<file path="config.mk">
export PLATFORM = sky130hd
export DESIGN_NAME = rotary_encoder_array
export DESIGN_NICKNAME = d
export VERILOG_FILES = /design/src/rtl/rotary_pkg.sv /design/src/rtl/debounce_filter.sv /design/src/rtl/rotary_encoder_array.sv
export SDC_FILE = /design/constraint.sdc
export NUM_CORES = 1
export LEC_CHECK = 0
export CAP_MARGIN = 20
export CORE_ASPECT_RATIO = 0.9
export CORE_MARGIN = 5
export CORE_UTILIZATION = 59
export CTS_CLUSTER_DIAMETER = 80
export DETAILED_ROUTE_END_ITERATION = 7
export PLACE_DENSITY = 0.9
export SLEW_MARGIN = 20
export SYNTH_ARGS = -nofsm -noshare
export SYNTH_HDL_FRONTEND = slang
export SYNTH_SLANG_ARGS = --single-unit
</file>
<file path="constraint.sdc">
create_clock -name clk -period 4.2 [get_ports clk]
set_input_delay 0.84 -clock clk [delete_from_list [all_inputs] [get_ports clk]]
set_output_delay 0.84 -clock clk [all_outputs]
set_load 0.1 [all_outputs]
</file>
<file path="src/rtl/rotary_pkg.sv">
// Shared definitions for the rotary encoder array: quadrature state encoding,
// detent accumulator constants and debounce counter sizing.
package rotary_pkg;

    localparam logic [1:0] QS_11 = 2'b11;
    localparam logic [1:0] QS_01 = 2'b01;
    localparam logic [1:0] QS_00 = 2'b00;
    localparam logic [1:0] QS_10 = 2'b10;

    localparam int ACC_DETENT = 3;
    localparam int ACC_WIDTH  = 3;

    typedef enum logic [1:0] {
        StepNone,
        StepFwd,
        StepRev,
        StepIllegal
    } step_e;

    // Counter only needs to reach DEBOUNCE_CYCLES-1 before the filter flips.
    function automatic int cnt_width(input int cycles);
        cnt_width = (cycles <= 2) ? 1 : $clog2(cycles);
    endfunction

    // Position of a quadrature state along the clockwise cycle 11->01->00->10.
    function automatic logic [1:0] quad_idx(input logic [1:0] ab);
        logic [1:0] idx;
        case (ab)
            QS_11:   idx = 2'd0;
            QS_01:   idx = 2'd1;
            QS_00:   idx = 2'd2;
            default: idx = 2'd3;
        endcase
        return idx;
    endfunction

    function automatic step_e quad_step(input logic [1:0] prev, input logic [1:0] cur);
        logic [1:0] delta;
        step_e      step;
        delta = quad_idx(cur) - quad_idx(prev);
        case (delta)
            2'd0:    step = StepNone;
            2'd1:    step = StepFwd;
            2'd3:    step = StepRev;
            default: step = StepIllegal;
        endcase
        return step;
    endfunction

endpackage

</file>
<file path="src/rtl/debounce_filter.sv">
// Two-flop synchronizer followed by a consecutive-cycle debounce filter for one
// asynchronous pin.
module debounce_filter
    import rotary_pkg::*;
#(
    parameter int unsigned DEBOUNCE_CYCLES = 1000,
    parameter logic        RST_VAL         = 1'b1
) (
    input  logic clk,
    input  logic rst,
    input  logic i_din,
    output logic o_dout
);

    localparam int CNT_W = cnt_width(int'(DEBOUNCE_CYCLES));
    localparam logic [CNT_W-1:0] CNT_LAST = CNT_W'(DEBOUNCE_CYCLES - 1);
    localparam logic [CNT_W-1:0] CNT_ONE  = CNT_W'(1);

    logic             r_sync1;
    logic             r_sync2;
    logic             r_filt;
    logic [CNT_W-1:0] r_cnt;

    always_ff @(posedge clk) begin
        if (rst) begin
            r_sync1 <= RST_VAL;
            r_sync2 <= RST_VAL;
        end else begin
            r_sync1 <= i_din;
            r_sync2 <= r_sync1;
        end
    end

    // Any cycle that agrees with the filtered value restarts the count.
    always_ff @(posedge clk) begin
        if (rst) begin
            r_filt <= RST_VAL;
            r_cnt  <= '0;
        end else if (r_sync2 == r_filt) begin
            r_cnt <= '0;
        end else if (r_cnt == CNT_LAST) begin
            r_filt <= r_sync2;
            r_cnt  <= '0;
        end else begin
            r_cnt <= r_cnt + CNT_ONE;
        end
    end

    assign o_dout = r_filt;

endmodule

</file>
<file path="src/rtl/rotary_encoder_array.sv">
// Array of independent quadrature rotary encoders with push switches: debounced
// inputs, detent decoding, signed position counters and sticky error flags.
module rotary_encoder_array
    import rotary_pkg::*;
#(
    parameter int unsigned NUM_CH          = 2,
    parameter int unsigned DEBOUNCE_CYCLES = 1000,
    parameter int unsigned POS_WIDTH       = 8,
    parameter int unsigned WRAP            = 0,
    parameter int unsigned BTN_ACTIVE_LOW  = 1
) (
    input  logic                          clk,
    input  logic                          rst,
    input  logic [NUM_CH-1:0]             in_a,
    input  logic [NUM_CH-1:0]             in_b,
    input  logic [NUM_CH-1:0]             switch,
    input  logic [NUM_CH-1:0]             clr,
    output logic [NUM_CH-1:0]             up,
    output logic [NUM_CH-1:0]             down,
    output logic [NUM_CH-1:0]             button,
    output logic [NUM_CH-1:0]             press,
    output logic [NUM_CH*POS_WIDTH-1:0]   pos,
    output logic [NUM_CH-1:0]             err
);

    localparam logic SW_RELEASED = (BTN_ACTIVE_LOW != 0) ? 1'b1 : 1'b0;

    localparam logic signed [ACC_WIDTH-1:0] ACC_HI  = ACC_WIDTH'(ACC_DETENT);
    localparam logic signed [ACC_WIDTH-1:0] ACC_LO  = -ACC_HI;
    localparam logic signed [ACC_WIDTH-1:0] ACC_ONE = ACC_WIDTH'(1);

    localparam logic signed [POS_WIDTH-1:0] POS_MAX = {1'b0, {(POS_WIDTH-1){1'b1}}};
    localparam logic signed [POS_WIDTH-1:0] POS_MIN = {1'b1, {(POS_WIDTH-1){1'b0}}};
    localparam logic signed [POS_WIDTH-1:0] POS_ONE = POS_WIDTH'(1);

    for (genvar g = 0; g < NUM_CH; g++) begin : g_ch
        logic w_fa;
        logic w_fb;
        logic w_fs;

        debounce_filter #(
            .DEBOUNCE_CYCLES (DEBOUNCE_CYCLES),
            .RST_VAL         (1'b1)
        ) u_db_a (
            .clk    (clk),
            .rst    (rst),
            .i_din  (in_a[g]),
            .o_dout (w_fa)
        );

        debounce_filter #(
            .DEBOUNCE_CYCLES (DEBOUNCE_CYCLES),
            .RST_VAL         (1'b1)
        ) u_db_b (
            .clk    (clk),
            .rst    (rst),
            .i_din  (in_b[g]),
            .o_dout (w_fb)
        );

        debounce_filter #(
            .DEBOUNCE_CYCLES (DEBOUNCE_CYCLES),
            .RST_VAL         (SW_RELEASED)
        ) u_db_sw (
            .clk    (clk),
            .rst    (rst),
            .i_din  (switch[g]),
            .o_dout (w_fs)
        );

        logic [1:0]                   r_state;
        logic signed [ACC_WIDTH-1:0]  r_acc;
        logic signed [POS_WIDTH-1:0]  r_pos;
        logic                         r_up;
        logic                         r_down;
        logic                         r_err;
        logic                         r_btn_prev;
        logic                         r_press;

        logic [1:0] w_cur;
        step_e      w_step;
        logic       w_enter_11;
        logic       w_up;
        logic       w_down;
        logic       w_btn;

        assign w_cur      = {w_fa, w_fb};
        assign w_step     = quad_step(r_state, w_cur);
        assign w_enter_11 = (w_cur == QS_11) && (r_state != QS_11);
        // A detent completes only when the full quarter-cycle history precedes the entry.
        assign w_up       = w_enter_11 && (w_step == StepFwd) && (r_acc == ACC_HI);
        assign w_down     = w_enter_11 && (w_step == StepRev) && (r_acc == ACC_LO);
        assign w_btn      = (BTN_ACTIVE_LOW != 0) ? ~w_fs : w_fs;

        always_ff @(posedge clk) begin
            if (rst) begin
                r_state <= QS_11;
                r_acc   <= '0;
                r_up    <= 1'b0;
                r_down  <= 1'b0;
                r_err   <= 1'b0;
            end else begin
                r_state <= w_cur;
                r_up    <= w_up;
                r_down  <= w_down;
                if (w_step == StepIllegal) begin
                    r_err <= 1'b1;
                    r_acc <= '0;
                end else if (w_enter_11) begin
                    r_acc <= '0;
                end else if (w_step == StepFwd) begin
                    r_acc <= r_acc + ACC_ONE;
                end else if (w_step == StepRev) begin
                    r_acc <= r_acc - ACC_ONE;
                end
            end
        end

        always_ff @(posedge clk) begin
            if (rst) begin
                r_pos <= '0;
            end else if (clr[g]) begin
                r_pos <= '0;
            end else if (w_up) begin
                if ((WRAP != 0) || (r_pos != POS_MAX)) begin
                    r_pos <= r_pos + POS_ONE;
                end
            end else if (w_down) begin
                if ((WRAP != 0) || (r_pos != POS_MIN)) begin
                    r_pos <= r_pos - POS_ONE;
                end
            end
        end

        always_ff @(posedge clk) begin
            if (rst) begin
                r_btn_prev <= 1'b0;
                r_press    <= 1'b0;
            end else begin
                r_btn_prev <= w_btn;
                r_press    <= w_btn & ~r_btn_prev;
            end
        end

        assign up[g]                          = r_up;
        assign down[g]                        = r_down;
        assign err[g]                         = r_err;
        assign button[g]                      = w_btn;
        assign press[g]                       = r_press;
        assign pos[g*POS_WIDTH +: POS_WIDTH]  = r_pos;
    end

endmodule
</file>
==> results.yml <==
outcome:
  status: "finished, final reports clean"
drt:
  drt_iter0_drc: 184
  drc: 0
  wl_met1_um: 4950
  vias: 4548
  drtAntennaViolNets: 0
  vias_per_cell: 5.82
  wl_per_cell_um: 15.2
  wl_um: 11900
  dr.pass1.iters: 4
  top_layer: "met4"
  wl_met2_um: 6240
  wl_met3_um: 523
floorplanning:
  core_mm2: 0.00917
  dieArea_mm2: 0.0115
  die_y_um: 102
  rows: 33
  fp.dieW_um: 112
  pin_count: 36
  start_util: 0.607
final_layout:
  layout.cells.non_filler: 782
  layout_commonest_cell: "dfxtp_1"
  drive_above_1_share: 0.0833
  nFillCells: 668
  postLayoutCellArea_mm2: 0.00651
  n_antenna_cell: 0
  multiInputGateArea_mm2: 0.00304
  syn_to_final_growth_pct: 17.1
  register_area_mm2: 0.00228
  layout_common_cells: "dfxtp_1 (114), nor2_1 (80), nand2_1 (35), clkdlybuf4s50_1 (35), a21oi_1 (34)"
  nets: 694
pwr:
  irDropWorstVdd_mv: 0.333
  leakage_nw: 2.50
  p_int_w: 0.00203
  power_frac_seq: 0.428
  clkPwrFrac: 0.557
  p_sw_frac: 0.203
  powerDensity_mw_per_mm2: 392
  power_w: 0.00255
  pwr-share-comb: 0.014
  netSwitchingPower_w: 0.000517
hold_path:
  worstHoldPathType: "reg2reg"
clock_tree:
  post_cts_buffers: 0
  cts_buffers: 17
  hold_buffers: 0
  cts-root-buf: "clkbuf_8"
  clk_latency_ns: 0.53
  clkTransAtPathRegs_ns: 0.06
  clockBufferDepth: 2
  cts_resized: 0
  cts_tree: "done"
  cts_sinks: 114
  htreeDepth: 4
sta:
  final_max_slew_viol_count: 0
  setup_viol: 0
  fin_crit_sh: 0.910
  post-route-min-period_ns: 3.82
  slew_headroom: 0.333
  rsz0062_at_grt: "false"
  setup_tns_ns: 0
  skew_ns: 0.00817
  worstMarginPinSlew_ns: 0.997
  fmax_mhz: 262
  setup_ws_ns: 0.379
  hold_violations: 0
critical_path:
  cp_max_fo: 11
  crit_type: "reg2reg"
  arrival_ns: 4.24
  cp-end-kind: "flip-flop"
  startpoint_type: "flip-flop"
  required_ns: 4.62
yosys:
  ys_seq_area_frac: 0.410
  synth_area_leaders: "dfxtp_1 (41%), ha_1 (7.4%), nor2_1 (5.4%), xnor2_1 (4.7%), xor2_1 (3.8%)"
  netlist.area_leader.share: 0.410
  syn_area_per_cell_um2: 9.03
  yosys_warnings: 0
  synth-main-ff-cell: "dfxtp_1"
  async_flop_share: 0
  syn_inst: 616
  synth_largest_area_cell: "dfxtp_1"
  synth_edf_count: 0
  syn-num-nets: 663
  ys_types: 49
  synth_seq_cells: 114
  synth_area_mm2: 0.00556
placed_design:
  port_buffers: 35
  dp.cells: 750
  routabilityCongestion: 0.840
  dpl_cell_area_mm2: 0.00593
  dp_hpwl_um: 7940
  pre_cts_slack_ns: 0.445
global_routing:
  grt_pass1_vias: 4350
  grt_pass1_wl_um: 19300
  grt_max_degree: 23
  antenna_found_initial: 0
  grt.overflow.total: 0
  grt_use_total: 0.208
flow_run:
  maxCapViolations: 0
-- power by group through the flow --
stage	logic (W)	registers (W)	clock network, W
after floorplan	0.0000205	0.00111	0
after global placement	0.0000341	0.00112	0
after detailed placement	0.0000357	0.00112	0
after CTS	0.0000363	0.00109	0.00143
after global routing	0.0000396	0.00109	0.00149
final	0.0000363	0.00109	0.00142
-- cell families after synthesis --
group / share of synthesized area
compound gates: 0.0947
xor+xnor: 0.0941
fa+ha+maj: 0.0887
buf+inv: 0.0425
flops: 0.410
mux: 0.0113
simple gates: 0.258
-- sequential cells by signal (all words and copies together) (netlist names), 4 cells and up --
register,count
g_ch.r_acc,6
g_ch.r_state,4
g_ch.r_pos,16
g_ch.u_db_sw.r_cnt,20
g_ch.u_db_b.r_cnt,20
g_ch.u_db_a.r_cnt,20
-- cell type report --
cell class / count / area share
flip-flops and latches: 114 / 0.350
multi-input cells: 453 / 0.467
well taps: 122 / 0.0234
repair buffers: 36 / 0.0549
inverters: 25 / 0.0144
clock inverters: 10 / 0.0204
clock buffers: 22 / 0.0695
-- final timing paths --
path                                      start                       endpoint  slack [ns]  cells past startpoint
max reg2reg  g_ch[1].u_db_a.o_dout$_SDFFE_PP1P_  g_ch[1].r_pos[6]$_SDFFE_PP0P_        0.38                     12
min               g_ch[0].r_btn_prev$_SDFF_PP0_     g_ch[0].r_press$_SDFF_PP0_        0.38                      1
max          g_ch[1].u_db_a.o_dout$_SDFFE_PP1P_  g_ch[1].r_pos[6]$_SDFFE_PP0P_        0.38                     12
min reg2reg       g_ch[0].r_btn_prev$_SDFF_PP0_     g_ch[0].r_press$_SDFF_PP0_        0.38                      1
-- worst max-delay path: stages (launching register included) --
cell       delay (ns)
dfxtp_1          0.41
inv_1            0.10
ha_1             0.30
inv_1            0.05
ha_1             0.42
nand4bb_1        0.38
or3_2            0.64
fa_1             0.46
a211oi_1         0.34
o21bai_1         0.13
a21oi_1          0.19
xnor2_1          0.09
a31o_1           0.21
-- metal layers --
| metal | track usage | vias to the layer above |
|---|---|---|
| li1 | - | 2217 |
| met1 | 0.230 | 2202 |
| met2 | 0.375 | 108 |
| met3 | 0.0669 | 21 |
| met4 | 0.0850 | 0 |
| met5 | 0 | - |
-- Yosys cell counts, types with 3 or more instances --
master     count
nor2_1        80
a21oi_1       34
dfxtp_1      114
nand4bb_1      4
nand2b_1       3
o21ai_0       25
a21o_1         4
ha_1          33
nand3_1       22
and2_1         4
buf_4         10
nand4b_1      10
or3_1         16
fa_1           4
nand2_1       35
mux2i_1        4
nor3_1        14
nor3b_1        6
xor2_1        24
inv_1         25
xnor2_1       30
o211ai_1       6
nand4_1       24
a211oi_1       4
and3_1        17
or2_2         15
clkbuf_1      10
-- stage by stage --
step	utilization	hold slack, ns
finish	0.711	0.384
global route	0.711	0.408
CTS	0.711	0.386
detailed placement	0.647	0.378
global placement	0.647	0.379
floorplan	-	0.373
(Power assumes the default switching activity.)
